==> src/rtl/dcache_arbiter_if.sv <==
// Bus bundle between the dcache arbiter and its three requesters plus the dcache port.
// The arbiter uses the slave view; requesters and the memory model use the master view.
interface dcache_arbiter_if #(
    parameter int DATA_W = 8,
    parameter int ADDR_W = 4
);
    logic              spi_req_in;
    logic              spi_wen_in;
    logic [ADDR_W-1:0] spi_addr_in;
    logic [DATA_W-1:0] spi_data_in;
    logic              proc_req_in;
    logic              proc_wen_in;
    logic [ADDR_W-1:0] proc_addr_in;
    logic [DATA_W-1:0] proc_data_in;
    logic              disp_req_in;
    logic [ADDR_W-1:0] disp_addr_in;
    logic              spi_gnt_out;
    logic              proc_gnt_out;
    logic              disp_gnt_out;
    logic              spi_ack_out;
    logic              proc_ack_out;
    logic              disp_ack_out;
    logic [DATA_W-1:0] rd_data_out;
    logic              mem_en_out;
    logic              mem_wen_out;
    logic [ADDR_W-1:0] mem_addr_out;
    logic [DATA_W-1:0] mem_data_out;
    logic [DATA_W-1:0] mem_rdata_in;
    logic [1:0]        owner_out;

    modport slave (
        input  spi_req_in, spi_wen_in, spi_addr_in, spi_data_in,
        input  proc_req_in, proc_wen_in, proc_addr_in, proc_data_in,
        input  disp_req_in, disp_addr_in, mem_rdata_in,
        output spi_gnt_out, proc_gnt_out, disp_gnt_out,
        output spi_ack_out, proc_ack_out, disp_ack_out, rd_data_out,
        output mem_en_out, mem_wen_out, mem_addr_out, mem_data_out, owner_out
    );

    modport master (
        output spi_req_in, spi_wen_in, spi_addr_in, spi_data_in,
        output proc_req_in, proc_wen_in, proc_addr_in, proc_data_in,
        output disp_req_in, disp_addr_in, mem_rdata_in,
        input  spi_gnt_out, proc_gnt_out, disp_gnt_out,
        input  spi_ack_out, proc_ack_out, disp_ack_out, rd_data_out,
        input  mem_en_out, mem_wen_out, mem_addr_out, mem_data_out, owner_out
    );
endinterface

==> src/rtl/dcache_arbiter.sv <==
// Three-way dcache arbiter (SPI loader, processor, seven-segment display) with
// fixed priority, a per-grant hold limit under contention and display anti-starvation.
module dcache_arbiter #(
    parameter int DATA_W     = 8,
    parameter int ADDR_W     = 4,
    parameter int MAX_HOLD   = 4,
    parameter int STARVE_LIM = 8
) (
    input logic              clk,
    input logic              rst,
    dcache_arbiter_if.slave  bus
);

    localparam int HOLD_W = $clog2(MAX_HOLD + 1);
    localparam int STV_W  = $clog2(STARVE_LIM + 1);
    localparam logic [HOLD_W-1:0] HOLD_MAX = HOLD_W'(MAX_HOLD);
    localparam logic [STV_W-1:0]  STV_MAX  = STV_W'(STARVE_LIM);

    typedef enum logic {IDLE, OWN} state_t;
    typedef enum logic [1:0] {
        OWN_NONE = 2'd0,
        OWN_SPI  = 2'd1,
        OWN_PROC = 2'd2,
        OWN_DISP = 2'd3
    } owner_t;

    state_t            state_q, state_d;
    owner_t            owner_q, owner_d;
    logic [HOLD_W-1:0] hold_q, hold_d, hold_inc;
    logic [STV_W-1:0]  starve_q, starve_d;
    logic [2:0]        ack_q, ack_d;
    logic [DATA_W-1:0] rd_data_q, rd_data_d;

    logic              owner_req, others_req, any_req, access;
    logic              mem_en, mem_wen;
    logic [ADDR_W-1:0] mem_addr;
    logic [DATA_W-1:0] mem_data;

    always_comb begin
        owner_req  = 1'b0;
        others_req = 1'b0;
        case (owner_q)
            OWN_SPI: begin
                owner_req  = bus.spi_req_in;
                others_req = bus.proc_req_in | bus.disp_req_in;
            end
            OWN_PROC: begin
                owner_req  = bus.proc_req_in;
                others_req = bus.spi_req_in | bus.disp_req_in;
            end
            OWN_DISP: begin
                owner_req  = bus.disp_req_in;
                others_req = bus.spi_req_in | bus.proc_req_in;
            end
            default: ;
        endcase
    end

    assign any_req  = bus.spi_req_in | bus.proc_req_in | bus.disp_req_in;
    // Reset suppresses the access outright so nothing is written while rst is high.
    assign access   = (state_q == OWN) && owner_req && !rst;
    assign hold_inc = (hold_q >= HOLD_MAX) ? HOLD_MAX : hold_q + HOLD_W'(1);

    always_comb begin
        state_d   = state_q;
        owner_d   = owner_q;
        hold_d    = hold_q;
        ack_d     = '0;
        rd_data_d = rd_data_q;
        mem_en    = 1'b0;
        mem_wen   = 1'b0;
        mem_addr  = '0;
        mem_data  = '0;
        case (state_q)
            IDLE: begin
                if (any_req) begin
                    state_d = OWN;
                    hold_d  = '0;
                    if (bus.disp_req_in && starve_q == STV_MAX) owner_d = OWN_DISP;
                    else if (bus.spi_req_in)                    owner_d = OWN_SPI;
                    else if (bus.proc_req_in)                   owner_d = OWN_PROC;
                    else                                        owner_d = OWN_DISP;
                end
            end
            OWN: begin
                if (access) begin
                    mem_en    = 1'b1;
                    hold_d    = hold_inc;
                    rd_data_d = bus.mem_rdata_in;
                    case (owner_q)
                        OWN_SPI: begin
                            mem_wen  = bus.spi_wen_in;
                            mem_addr = bus.spi_addr_in;
                            mem_data = bus.spi_data_in;
                            ack_d[0] = 1'b1;
                        end
                        OWN_PROC: begin
                            mem_wen  = bus.proc_wen_in;
                            mem_addr = bus.proc_addr_in;
                            mem_data = bus.proc_data_in;
                            ack_d[1] = 1'b1;
                        end
                        OWN_DISP: begin
                            mem_addr = bus.disp_addr_in;
                            ack_d[2] = 1'b1;
                        end
                        default: ;
                    endcase
                end
                // Release on a dropped request, or once the hold budget is spent while others wait.
                if (!owner_req || (hold_inc == HOLD_MAX && others_req)) begin
                    state_d = IDLE;
                    owner_d = OWN_NONE;
                end
            end
            default: state_d = IDLE;
        endcase
    end

    always_comb begin
        if (!bus.disp_req_in || owner_q == OWN_DISP || owner_d == OWN_DISP) starve_d = '0;
        else if (starve_q == STV_MAX)                                       starve_d = starve_q;
        else                                                                starve_d = starve_q + STV_W'(1);
    end

    always_ff @(posedge clk) begin
        if (rst) begin
            state_q   <= IDLE;
            owner_q   <= OWN_NONE;
            hold_q    <= '0;
            starve_q  <= '0;
            ack_q     <= '0;
            rd_data_q <= '0;
        end else begin
            state_q   <= state_d;
            owner_q   <= owner_d;
            hold_q    <= hold_d;
            starve_q  <= starve_d;
            ack_q     <= ack_d;
            rd_data_q <= rd_data_d;
        end
    end

    // owner_q is only non-zero while in OWN, so the grants follow it directly.
    assign bus.spi_gnt_out  = (owner_q == OWN_SPI);
    assign bus.proc_gnt_out = (owner_q == OWN_PROC);
    assign bus.disp_gnt_out = (owner_q == OWN_DISP);
    assign bus.owner_out    = owner_q;
    assign bus.spi_ack_out  = ack_q[0];
    assign bus.proc_ack_out = ack_q[1];
    assign bus.disp_ack_out = ack_q[2];
    assign bus.rd_data_out  = rd_data_q;
    assign bus.mem_en_out   = mem_en;
    assign bus.mem_wen_out  = mem_wen;
    assign bus.mem_addr_out = mem_addr;
    assign bus.mem_data_out = mem_data;

endmodule

==> src/flat_wrapper.sv <==
// flat-port wrapper written by rule: the top's interface ports become plain ports
module dcache_arbiter_flat 
#(
    parameter int DATA_W     = 8,
    parameter int ADDR_W     = 4,
    parameter int MAX_HOLD   = 4,
    parameter int STARVE_LIM = 8
)
  (clk, rst, bus_spi_req_in, bus_spi_wen_in, bus_spi_addr_in, bus_spi_data_in, bus_proc_req_in, bus_proc_wen_in, bus_proc_addr_in, bus_proc_data_in, bus_disp_req_in, bus_disp_addr_in, bus_mem_rdata_in, bus_spi_gnt_out, bus_proc_gnt_out, bus_disp_gnt_out, bus_spi_ack_out, bus_proc_ack_out, bus_disp_ack_out, bus_rd_data_out, bus_mem_en_out, bus_mem_wen_out, bus_mem_addr_out, bus_mem_data_out, bus_owner_out);
  dcache_arbiter_if #(.DATA_W(DATA_W), .ADDR_W(ADDR_W)) bus_i ();
  input logic clk;
  input logic rst;
  input wire logic [$bits(bus_i.spi_req_in)-1:0] bus_spi_req_in;
  input wire logic [$bits(bus_i.spi_wen_in)-1:0] bus_spi_wen_in;
  input wire logic [$bits(bus_i.spi_addr_in)-1:0] bus_spi_addr_in;
  input wire logic [$bits(bus_i.spi_data_in)-1:0] bus_spi_data_in;
  input wire logic [$bits(bus_i.proc_req_in)-1:0] bus_proc_req_in;
  input wire logic [$bits(bus_i.proc_wen_in)-1:0] bus_proc_wen_in;
  input wire logic [$bits(bus_i.proc_addr_in)-1:0] bus_proc_addr_in;
  input wire logic [$bits(bus_i.proc_data_in)-1:0] bus_proc_data_in;
  input wire logic [$bits(bus_i.disp_req_in)-1:0] bus_disp_req_in;
  input wire logic [$bits(bus_i.disp_addr_in)-1:0] bus_disp_addr_in;
  input wire logic [$bits(bus_i.mem_rdata_in)-1:0] bus_mem_rdata_in;
  output wire logic [$bits(bus_i.spi_gnt_out)-1:0] bus_spi_gnt_out;
  output wire logic [$bits(bus_i.proc_gnt_out)-1:0] bus_proc_gnt_out;
  output wire logic [$bits(bus_i.disp_gnt_out)-1:0] bus_disp_gnt_out;
  output wire logic [$bits(bus_i.spi_ack_out)-1:0] bus_spi_ack_out;
  output wire logic [$bits(bus_i.proc_ack_out)-1:0] bus_proc_ack_out;
  output wire logic [$bits(bus_i.disp_ack_out)-1:0] bus_disp_ack_out;
  output wire logic [$bits(bus_i.rd_data_out)-1:0] bus_rd_data_out;
  output wire logic [$bits(bus_i.mem_en_out)-1:0] bus_mem_en_out;
  output wire logic [$bits(bus_i.mem_wen_out)-1:0] bus_mem_wen_out;
  output wire logic [$bits(bus_i.mem_addr_out)-1:0] bus_mem_addr_out;
  output wire logic [$bits(bus_i.mem_data_out)-1:0] bus_mem_data_out;
  output wire logic [$bits(bus_i.owner_out)-1:0] bus_owner_out;
  assign bus_i.spi_req_in = bus_spi_req_in;
  assign bus_i.spi_wen_in = bus_spi_wen_in;
  assign bus_i.spi_addr_in = bus_spi_addr_in;
  assign bus_i.spi_data_in = bus_spi_data_in;
  assign bus_i.proc_req_in = bus_proc_req_in;
  assign bus_i.proc_wen_in = bus_proc_wen_in;
  assign bus_i.proc_addr_in = bus_proc_addr_in;
  assign bus_i.proc_data_in = bus_proc_data_in;
  assign bus_i.disp_req_in = bus_disp_req_in;
  assign bus_i.disp_addr_in = bus_disp_addr_in;
  assign bus_i.mem_rdata_in = bus_mem_rdata_in;
  assign bus_spi_gnt_out = bus_i.spi_gnt_out;
  assign bus_proc_gnt_out = bus_i.proc_gnt_out;
  assign bus_disp_gnt_out = bus_i.disp_gnt_out;
  assign bus_spi_ack_out = bus_i.spi_ack_out;
  assign bus_proc_ack_out = bus_i.proc_ack_out;
  assign bus_disp_ack_out = bus_i.disp_ack_out;
  assign bus_rd_data_out = bus_i.rd_data_out;
  assign bus_mem_en_out = bus_i.mem_en_out;
  assign bus_mem_wen_out = bus_i.mem_wen_out;
  assign bus_mem_addr_out = bus_i.mem_addr_out;
  assign bus_mem_data_out = bus_i.mem_data_out;
  assign bus_owner_out = bus_i.owner_out;
  dcache_arbiter #(.DATA_W(DATA_W), .ADDR_W(ADDR_W), .MAX_HOLD(MAX_HOLD), .STARVE_LIM(STARVE_LIM)) u_core (.clk(clk), .rst(rst), .bus(bus_i));
endmodule
==> config.mk <==
export PLATFORM = sky130hd
export DESIGN_NAME = dcache_arbiter_flat
export DESIGN_NICKNAME = d
export VERILOG_FILES = /design/src/rtl/dcache_arbiter_if.sv /design/src/rtl/dcache_arbiter.sv /design/src/flat_wrapper.sv
export SDC_FILE = /design/constraint.sdc
export NUM_CORES = 1
export LEC_CHECK = 0
export ABC_AREA = 1
export CAP_MARGIN = 40
export CORE_UTILIZATION = 35
export DETAILED_ROUTE_END_ITERATION = 10
export GPL_TIMING_DRIVEN = 1
export PLACE_DENSITY = 0.87
export SLEW_MARGIN = 15
export SYNTH_ARGS = -nofsm -noshare
export SYNTH_HDL_FRONTEND = slang
export SYNTH_SLANG_ARGS = --single-unit
==> constraint.sdc <==
create_clock -name clk -period 4.7 [get_ports clk]
set_clock_uncertainty 0.2 [all_clocks]
set_input_delay 0.705 -clock clk [delete_from_list [all_inputs] [get_ports clk]]
set_output_delay 0.705 -clock clk [all_outputs]
set_load 0.01 [all_outputs]
# Word level (Yosys, flattened, before mapping)

Cells that the tools add are included.

Reductions and logical operators: 14
Bitwise logic cells: 6
Equality and inequality tests: 8
Mux-type cells: 29
Add/subtract/negate cells: 2
Magnitude comparators: 1

Operators with widths:

| cell                                           | count |
|---|---|
| two-way mux 8 bit                              | 2 |
| case mux 8 bit (2 select lines)                | 1 |
| case mux 4 bit (3 select lines)                | 1 |
| two-way mux 1 bit                              | 10 |
| two-way mux 3 bit                              | 3 |
| two-way mux 2 bit                              | 4 |
| two-way mux 4 bit                              | 2 |
| == test 2 bit (second input constant)          | 3 |
| case mux 1 bit (3 select lines)                | 2 |
| case mux 3 bit (2 select lines)                | 1 |
| adder 4 x 1 -> 4 bit (second input constant)   | 1 |
| == test 4 bit (second input constant)          | 1 |
| logical AND 1 bit                              | 4 |
| bitwise OR 1 bit                               | 4 |
| case mux 1 bit (2 select lines)                | 2 |
| case mux 2 bit (2 select lines)                | 1 |
| AND reduction 2 bit                            | 2 |
| adder 3 x 1 -> 3 bit (second input constant)   | 1 |
| == test 3 bit (second input constant)          | 1 |
| >= comparator 3 bit (second input constant)    | 1 |
| zero test 1 bit                                | 3 |
| logical OR 1 bit                               | 3 |
| OR reduction 3 bit                             | 1 |
| == test 2 x 1 -> 1 bit (second input constant) | 1 |
| other kinds (4)                                | 5 |

Output and inout bits: 30
Input port bits: 43
Register bits after elaboration: 21

# Depth between registers and ports, before layout

Depth in word-level cells: 10
Depth in mapped cells: 13
Gate-level depth less buffers: 13

# Worst setup path before layout

OpenSTA, ideal clock, no wires.

Kind: register to output
Start point: register u_core.owner_q[1], in the netlist u_core.bus.owner_out[1]
End point: output bus_mem_data_out[0]
Arrival time: 1.629 ns
Path slack: 2.166 ns
Cell stages (with the launch flop): 11
Path through: dfxtp_1 ha_1 buf_4 nand2_1 nand3_2 nand3_4 inv_4 nand2_4 clkinv_2 nand2_4 a21oi_1

Word-level cells in the longest chain between the ends: 6
Elaborated cells on any way between the ends: 9
Those cells by class: eq/ne (3); mux (4); reduce/logical (2)

Ends and longest elaborated chain:

| element                         | line                  | source |
|---|---|---|
| start, declared                 | dcache_arbiter.sv:28  | `owner_t owner_q, owner_d;` |
| start signal, assigned          | dcache_arbiter.sv:136 | `owner_q <= owner_d;` |
| == test 2 bit                   | -                     |  |
| net bus_disp_gnt_out            | flat_wrapper.sv:26    | `output wire logic [$bits(bus_i.disp_gnt_out)-1:0] bus_disp_gnt_out;` |
| case mux 1 bit (3 select lines) | dcache_arbiter.sv:42  | `case (owner_q)` |
| logical AND 1 bit (2 in a row)  | dcache_arbiter.sv:61  | `assign access = (state_q == OWN) && owner_req && !rst;` |
| two-way mux 8 bit               | dcache_arbiter.sv:86  | `if (access) begin` |
| two-way mux 8 bit               | dcache_arbiter.sv:74  | `case (state_q)` |
| end, declared                   | flat_wrapper.sv:34    | `output wire logic [$bits(bus_i.mem_data_out)-1:0] bus_mem_data_out;` |

The timed path passes the listed nets, and every way through them passes these cells.

# Worst setup path in the final report

Start point: register u_core.owner_q[1], in the netlist u_core.bus.owner_out[1]
End point: output bus_mem_data_out[3]

Word-level cells in the longest chain between the ends: 6
Elaborated cells on any way between the ends: 9
Those cells by class: eq/ne (3); mux (4); reduce/logical (2)

Ends and longest elaborated chain:

| element                               | line |
|---|---|
| == test 2 bit (tied with other cells) | dcache_arbiter.sv:42 |
| case mux 1 bit (3 select lines)       | dcache_arbiter.sv:42 |
| logical AND 1 bit (2 in a row)        | dcache_arbiter.sv:61 |
| two-way mux 8 bit *                   | dcache_arbiter.sv:86 |
| two-way mux 8 bit *                   | dcache_arbiter.sv:74 |

Mark *: on every way between the ends. The rest lies on a longest branch, timed or not.

==> flow_summary.toml <==
[place]
hpwl_um = 2640
post_dp_cell_area_um2 = 2000
gp_congestion = 0.782
port_buffers = 72

[synthesis]
synthCells = 185
synth_top_family_by_area = "simple AND/OR/NAND/NOR gates"
post-synth-top-area-cell = "dfxtp_1"
synth_area_um2 = 1250
yosys.area_share.simple_pct = 30.9
synth-seq-cells = 21
ys_seq_area_share_pct = 33.7
synth_compound_area_share_pct = 14.6
synth_top_area_share_pct = 33.7
synth_area_leaders = "dfxtp_1 34%, nand2_1 20%, a21oi_1 9.6%"
synth_fa_ha_area_share_pct = 9.03
yosys_warnings = 0
muxShareOfSynthArea_pct = 0
ys_types = 23
syn_nets = 237
synth-xor-area-share_pct = 2.11
postSynthAreaPerCell_um2 = 6.74

[sta]
setup_viol = 0
finalCritPeriodShare_pct = 80.4
drv_slew = 0
worstMarginPinSlew_ns = 0.547
slew_headroom_pct = 63.5
max_clock_freq_ghz = 0.265
fin_crit_ns = 3.78
whs_ns = 0.273
rsz0062_at_grt = "no"
fin_tns_setup_ns = 0
finalHoldViolations = 0

[setup_path]
r2r_slack_ns = 2.40
cp-endpoint = "bus_mem_data_out[3]"
reg2reg_depth = 11
critical_path.max_fanout = 16
timing.rr.end = "u_core.starve_q[2]"
path_class = "reg -> out"
required_ns = 3.80
cp-startpoint = "u_core.bus.owner_out[1]"
start_kind = "flip-flop"
r2r-start = "u_core.bus.owner_out[1]"
arrival_ns = 2.87
setup.worst_path.end_class = "output port"

[clock_network]
cts_root_buf = "clkbuf_4"
cts_buffer_depth = 2
cts-hold-fix-buffers = 0
cts_tree = "built"
clock_latency_ns = 0.31
cts.repair.resized = 0
post_cts_buffers = 0
h-tree-depth = 1
cts_made_buffers = 3
clock-sinks = 21
clk_pin_slew_ns = 0.11

[final_layout]
drive_above_1_share_pct = 4.69
layout.nets = 309
diodes = 0
stdcell_area_um2 = 2020
syn_to_final_growth_pct = 62.2
fillers = 332

[grt]
gr-total-overflow = 0
antenna_found_initial = 0
grt_pass1_vias = 1226
grt_pass1_wl_um = 5040
grtUsageTotal_pct = 17.8
grt_max_degree = 17

[floorplan]
fp.dieH_um = 61.7
rows = 21
ios = 73
die_area_um2 = 3810
start_util_pct = 37.1
die_x_um = 61.7
core_area_um2 = 3360

[drt]
wl_per_cell_um = 11.1
drcViolationCount = 0
postRouteAntennaNets = 0
via_per_inst = 4.63
drt_iter0_drc = 50
routed_wl_um = 3340
drtPass1Iterations = 4
vias = 1397

[hold_path]
worstHoldPathCells = 2
worstHoldPathType = "reg -> reg"

[power_and_ir_drop]
vdd_drop_max_mv = 0.177
p_leak_nw = 0.780
power_density_nw_per_um2 = 177

[status]
status = "complete, no violations"

[job]
max_cap_viol_count = 0
==> cells in the mapped netlist, drive strengths merged <==
cell type and n:
buf 3, inv 22, o31ai 1, ha 9, a31oi 4, nor2 9, xor2 2, clkinv 1
clkbuf 2, nor3 2, nand3 9, o21ai 6, a21oi 24, dfxtp 21, xnor2 1, or2 1
nand2 68
==> cell usage in the layout (no fill, tap or decap) <==
cell,n
ha_1,9
nand2_2,1
inv_4,1
nand3_4,1
nor3_1,2
xor2_1,2
clkdlybuf4s50_1,72
clkbuf_4,3
or2_2,1
nand3_2,1
o31ai_1,1
nor2_1,9
xnor2_1,1
o21ai_1,2
dfxtp_1,21
inv_1,21
a21oi_1,24
o21ai_0,4
nand3_1,7
nand2_1,65
a31oi_1,4
nand2_4,2
clkinv_2,2
==> stage by stage <==
| step | utilization [%] | cells | setup WS [ns] | power (W) |
|---|---|---|---|---|
| finish | 60.2 | 302 | 0.923 | 0.000358 |
| global route | 60.2 | 302 | 0.692 | 0.000378 |
| CTS | 60.2 | 302 | 0.882 | 0.000361 |
| detailed placement | 59.3 | 298 | 1.01 | 0.000275 |
| global placement | 59.3 | 298 | 1.09 | 0.000274 |
| floorplan | - | 185 | 2.17 | 0.000225 |
==> power breakdown <==
group | total, W | internal, W | switching (W)
registers | 0.000186 | 0.000182 | 0.00000441
logic | 0.0000845 | 0.0000489 | 0.0000356
clock network | 0.0000869 | 0.0000319 | 0.0000551
==> how the worst min path moves through the flow <==
| stage | slack [ns] | endpoint | startpoint |
|---|---|---|---|
| floorplan | 0.28 | u_core.hold_q[1] | u_core.hold_q[1] |
| global placement | 0.26 | u_core.bus.rd_data_out[3] | u_core.bus.rd_data_out[3] |
| detailed placement | 0.26 | u_core.bus.rd_data_out[1] | u_core.bus.rd_data_out[1] |
| CTS | 0.27 | u_core.bus.rd_data_out[1] | u_core.bus.rd_data_out[1] |
| global route | 0.31 | u_core.bus.rd_data_out[3] | u_core.bus.rd_data_out[3] |
| finish | 0.27 | u_core.bus.rd_data_out[1] | u_core.bus.rd_data_out[1] |
==> cells by family (layout without fill, tap and decap cells) <==
| family | count (synthesis) | after routing |
|---|---|---|
| AND/OR/NAND/NOR | 89 | 89 |
| flip-flops | 21 | 21 |
| XOR/XNOR | 3 | 3 |
| buffers and inverters | 28 | 99 |
| AO/OA/AOI/OAI | 35 | 35 |
| adder cells (fa/ha/maj) | 9 | 9 |
==> sequential cells by signal, indices dropped and copies added, names as in the netlist <==
name	cells
u_core.bus.owner_out	2
u_core.hold_q	3
u_core.ack_q	3
u_core.state_q	1
u_core.bus.rd_data_out	8
u_core.starve_q	4
==> metal layers <==
metal / share of wire (%) / up-vias / global-route usage [%]
met5: 0 / - / 0
met4: 0.39 / 0 / 3.81
met3: 8.6 / 2 / 4.14
met2: 51 / 47 / 36.3
met1: 40 / 623 / 18.1
li1: - / 725 / -
==> cell type report <==
class	count	area (µm²)	area share, %
Inverter	23	90.1	4.45
Clock buffer	3	22.5	1.11
Timing Repair Buffer	72	721	35.6
Multi-Input combinational cell	136	707	34.9
Sequential cell	21	420	20.8
Clock inverter	1	5.00	0.247
Tap cell	46	57.6	2.84
==> worst max-delay path, stage by stage (launching register included) <==
cell and delay (ns):
dfxtp_1 0.39, inv_1 0.12, ha_1 0.51, nand2_1 0.13, nand3_2 0.12, nand3_4 0.13, inv_4 0.18, nand2_4 0.12
clkinv_2 0.09, nand2_4 0.08, a21oi_1 0.14, clkdlybuf4s50_1 0.56
Note: power is estimated with default switching activity, not from simulation.
